--- config.mk ---
export PLATFORM = sky130hd
export DESIGN_NAME = byte_fifo_v
export DESIGN_NICKNAME = d
export VERILOG_FILES = /design/src/rtl/byte_fifo_v.sv
export SDC_FILE = /design/constraint.sdc
export NUM_CORES = 1
export LEC_CHECK = 0
export CAP_MARGIN = 20
export CORE_MARGIN = 2
export CORE_UTILIZATION = 40
export CTS_CLUSTER_DIAMETER = 150
export DETAILED_ROUTE_END_ITERATION = 6
export SYNTH_ARGS = -nofsm -noshare
export SYNTH_HDL_FRONTEND = slang
export SYNTH_SLANG_ARGS = --single-unit
--- constraint.sdc ---
create_clock -name clk -period 4.05 [get_ports clk]
set_input_delay 0.81 -clock clk [delete_from_list [all_inputs] [get_ports clk]]
set_output_delay 0.81 -clock clk [all_outputs]
set_load 0.005 [all_outputs]
--- src/rtl/byte_fifo_v.sv ---
// ---------------------------------------------------------------------------
// byte_fifo_v
//   Synchronous byte FIFO sitting behind simple_connect_v. It decouples the
//   producer from a slower consumer with a write-enable/read-enable interface
//   and registered read data (1-cycle latency, no fall-through).
//
// Parameters
//   WIDTH  data width in bits (8, matches the simple_connect_v data path)
//   DEPTH  number of entries; must be a power of 2 and >= 2
//   AW     pointer address width, derived as $clog2(DEPTH)
//
// Ports
//   clk     in   system clock, rising edge
//   resetn  in   asynchronous active-low reset
//   d_in    in   write data (from simple_connect_v d_out)
//   wr_en   in   write request
//   full    out  FIFO holds DEPTH entries
//   rd_en   in   read request
//   d_out   out  registered read data, holds until the next accepted read
//   empty   out  FIFO holds 0 entries
//   count   out  occupancy 0..DEPTH
//
// Optional feature, macro BYTE_FIFO_ERR_EN (undefined by default):
//   ovf     out  sticky: a write request was dropped
//   udf     out  sticky: a read request hit an empty FIFO
//   err_clr in   synchronous clear of ovf/udf; a same-cycle set wins
// ---------------------------------------------------------------------------
module byte_fifo_v #(
    parameter  int WIDTH = 8,
    parameter  int DEPTH = 4,
    localparam int AW    = $clog2(DEPTH)
) (
    input  logic             clk,
    input  logic             resetn,
    input  logic [WIDTH-1:0] d_in,
    input  logic             wr_en,
    output logic             full,
    input  logic             rd_en,
    output logic [WIDTH-1:0] d_out,
    output logic             empty,
    output logic [AW:0]      count
`ifdef BYTE_FIFO_ERR_EN
    ,
    output logic             ovf,
    output logic             udf,
    input  logic             err_clr
`endif
);

    localparam logic [AW:0] PTR_ONE = (AW+1)'(1);

    // Pointers carry one extra wrap bit so full and empty are distinguishable
    // when the address bits coincide.
    logic [AW:0]      wr_ptr_q, wr_ptr_d;
    logic [AW:0]      rd_ptr_q, rd_ptr_d;
    logic [WIDTH-1:0] d_out_q,  d_out_d;
    logic [WIDTH-1:0] mem_q [DEPTH];

    logic rd_acc;
    logic wr_acc;

    // Status comes only from registered pointers, never from wr_en/rd_en.
    assign empty = (wr_ptr_q == rd_ptr_q);
    assign full  = (wr_ptr_q[AW-1:0] == rd_ptr_q[AW-1:0]) &&
                   (wr_ptr_q[AW] != rd_ptr_q[AW]);
    assign count = wr_ptr_q - rd_ptr_q;
    assign d_out = d_out_q;

    assign rd_acc = rd_en & ~empty;
    // A read on the same edge frees a slot, so a full FIFO still takes a write.
    assign wr_acc = wr_en & (~full | rd_acc);

    always_comb begin
        wr_ptr_d = wr_ptr_q;
        rd_ptr_d = rd_ptr_q;
        d_out_d  = d_out_q;
        if (wr_acc) wr_ptr_d = wr_ptr_q + PTR_ONE;
        if (rd_acc) begin
            rd_ptr_d = rd_ptr_q + PTR_ONE;
            d_out_d  = mem_q[rd_ptr_q[AW-1:0]];
        end
    end

    always_ff @(posedge clk or negedge resetn) begin
        if (!resetn) begin
            wr_ptr_q <= '0;
            rd_ptr_q <= '0;
            d_out_q  <= '0;
        end else begin
            wr_ptr_q <= wr_ptr_d;
            rd_ptr_q <= rd_ptr_d;
            d_out_q  <= d_out_d;
        end
    end

    // Storage is deliberately not reset; the pointers define what is valid.
    always_ff @(posedge clk) begin
        if (wr_acc) mem_q[wr_ptr_q[AW-1:0]] <= d_in;
    end

`ifdef BYTE_FIFO_ERR_EN
    logic ovf_q, ovf_d;
    logic udf_q, udf_d;

    always_comb begin
        ovf_d = ovf_q;
        udf_d = udf_q;
        if (err_clr) begin
            ovf_d = 1'b0;
            udf_d = 1'b0;
        end
        // Set conditions are applied last so they override a clear.
        if (wr_en & ~wr_acc) ovf_d = 1'b1;
        if (rd_en & empty)   udf_d = 1'b1;
    end

    always_ff @(posedge clk or negedge resetn) begin
        if (!resetn) begin
            ovf_q <= 1'b0;
            udf_q <= 1'b0;
        end else begin
            ovf_q <= ovf_d;
            udf_q <= udf_d;
        end
    end

    assign ovf = ovf_q;
    assign udf = udf_q;
`endif

endmodule

==> impl_metrics.ini <==
[route]
routed_wl_mm = 3.13
dr_total_vias = 914
vias_per_cell = 4.97
ant_nets = 0
drc = 0
routedWlPerCell_um = 17.0
drt_iter0_drc = 16
first_pass_iters = 4

[cells_and_area]
mostFrequentLayoutCell = edfxtp_1
area_growth_pct = 20.7
antenna_cells = 0
nets = 149
drive_gt1_frac = 0.223
mostFrequentLayoutCells = edfxtp_1 (32), clkdlybuf4s50_1 (24), dfrtp_1 (14), inv_1 (9), mux2_2 (9)
finalNonFillerCells = 184

[timing]
layout_min_cycle_time_ns = 3.09
fin_setup_tns_ns = 0
rsz0062_at_grt = false
slew_viol_final = 0
fin_crit_sh = 0.763
finalHoldViolations = 0
fmax_mhz = 324
fin_hold_ws_ns = 0.506
tightest_slew_ns = 0.867
max-slew-margin-rel = 0.420
final-setup-viol-count = 0
skew_ns = 0.00369

[clocking]
htreeDepth = 2
cts_setup_buffers = 0
cts-resized-gates = 0
cts_hold_buf = 0
cts_root_buf = clkbuf_8
clock_path_buffers = 2
clk_latency_ns = 0.29
cts_tree = built
clk_pin_slew_ns = 0.08
cts_buffers = 5
cts_num_sinks = 46

[floorplanning]
ios = 25
rows = 25
start_util = 0.408
core_area_um2 = 4660
die_w_um = 73.0
die_height_um = 73.0
die_area_um2 = 5330

[global_routing]
grt_pass1_wl_mm = 4.82
grt_max_degree = 15
gr-total-overflow = 0
antenna_found_initial = 0
first_global_vias = 929
grt_usage = 0.129

[setup_path]
cp-start-kind = register
rrSetupSlack_ns = 1.51
critPathMaxStageDelay_ns = 0.75
crit_path_top_delay_cell = dfrtp_1
path_max_fanout = 11
critical_path_arrival_ns = 2.28
worstPathRequired_ns = 3.24
worst-setup-path-type = reg2out
path_cells = ha_1, fa_1, inv_1, clkdlybuf4s50_1
end_kind = primary output

[placement]
dpl.cell_count = 176
dp_hpwl_mm = 2.05
io_buffers = 24
gp_congestion = 0.664

[power]
sw_frac_of_total = 0.309
ir_drop_uv = 303
cellPowerDensity_nw_per_um2 = 771
intPower_mw = 1.22
power.share.clock = 0.164
seq_power_share = 0.435
switching_power_uw = 548
combPwrFrac = 0.401
power_leakage_nw = 0.843

[hold_path]
holdCritPathClass = reg2reg

[job]
max-cap-violations = 0

[synthesis]
syn_area_per_cell_um2 = 19.0
syn_area_um2 = 1900
synth_seq_cells = 46
synth.yosys.warnings = 0
synth_nets = 120
netlist-cell-type-count = 19
ys_seq_area_frac = 0.689
syn_inst = 100

[status]
status = finished, final reports clean
-- cell usage after synthesis, drive strengths merged --
master | instances | area share
mux2 | 10 | 0.061
edfxtp | 32 | 0.50
nand2 | 1 | 0.0020
fa | 1 | 0.011
clkbuf | 2 | 0.0046
xnor2 | 6 | 0.032
o21ai | 1 | 0.0046
o31ai | 1 | 0.011
xor2 | 1 | 0.0046
inv | 9 | 0.018
o311ai | 1 | 0.0085
o211ai | 1 | 0.0039
nor2 | 5 | 0.0099
mux4 | 8 | 0.095
ha | 7 | 0.046
dfrtp | 14 | 0.18
-- final timing paths --
check / end / from / cells after the start
setup / recovery: count[1] / rd_ptr_q[0] / 4
min in group asynchronous: wr_ptr_q[1] / resetn / 1
hold reg to reg: d_out[6] / d_out[6] / 1
max in group asynchronous: d_out[7] / resetn / 1
setup reg to reg: mem_q[1][3] / rd_ptr_q[0] / 4
hold / removal: d_out[6] / d_out[6] / 1
-- critical path, delay by kind of cell (launching register included) --
family     cells  cell delay [ns]
fa+ha+maj      2             0.68
flops          1             0.75
buf+inv        2             0.55
-- final cells by class --
type	count	area, um^2
inverter	9	33.8
clock inverter	1	8.76
fill	383	2360
sequential	46	1310
multi-input combinational	43	549
clock buffer	7	86.3
timing repair buffer	24	240
tap	54	67.6
-- sequential cells by signal, indices dropped and copies added (netlist names) --
register / count
wr_ptr_q: 3
d_out: 8
mem_q: 32
rd_ptr_q: 3
-- power by group through the flow --
| stage | combinational (mW) | clock (mW) | sequential, mW |
|---|---|---|---|
| 2_1_floorplan | 0.464 | 0 | 0.727 |
| 4_1_cts | 0.725 | 0.302 | 0.776 |
| 3_5_place_dp | 0.721 | 0 | 0.787 |
| 3_3_place_gp | 0.710 | 0 | 0.779 |
| 6_report | 0.711 | 0.291 | 0.770 |
| 5_1_grt | 0.780 | 0.315 | 0.796 |
-- routing by layer --
metal | global-route usage | part of all wire | up-vias
met1 | 0.164 | 0.44 | 456
met4 | 0.0453 | 0.021 | 0
li1 | - | - | 429
met2 | 0.208 | 0.50 | 22
met5 | 0 | 0 | -
met3 | 0.0414 | 0.036 | 7
-- per-stage QoR --
stage | power [mW] | setup WS, ns | util | cell area [um^2]
floorplan | 1.19 | 1.92 | - | 1900
global placement | 1.49 | 1.23 | 0.472 | 2200
detailed placement | 1.51 | 1.23 | 0.472 | 2200
CTS | 1.80 | 0.896 | 0.493 | 2300
global route | 1.89 | 0.770 | 0.493 | 2300
finish | 1.77 | 0.959 | 0.493 | 2300
-- cells by family (layout without fill, tap and decap cells) --
| family | count (synthesis) | count (layout) | share of synthesized area |
|---|---|---|---|
| buffers and inverters | 11 | 41 | 0.0223 |
| AO/OA/AOI/OAI | 4 | 4 | 0.0283 |
| flip-flops | 46 | 46 | 0.689 |
| XOR/XNOR | 7 | 7 | 0.0362 |
| AND/OR/NAND/NOR | 6 | 6 | 0.0118 |
| multiplexers | 18 | 18 | 0.156 |
| adder cells (fa/ha/maj) | 8 | 8 | 0.0565 |
No activity file was read; power rests on OpenSTA's default activity.
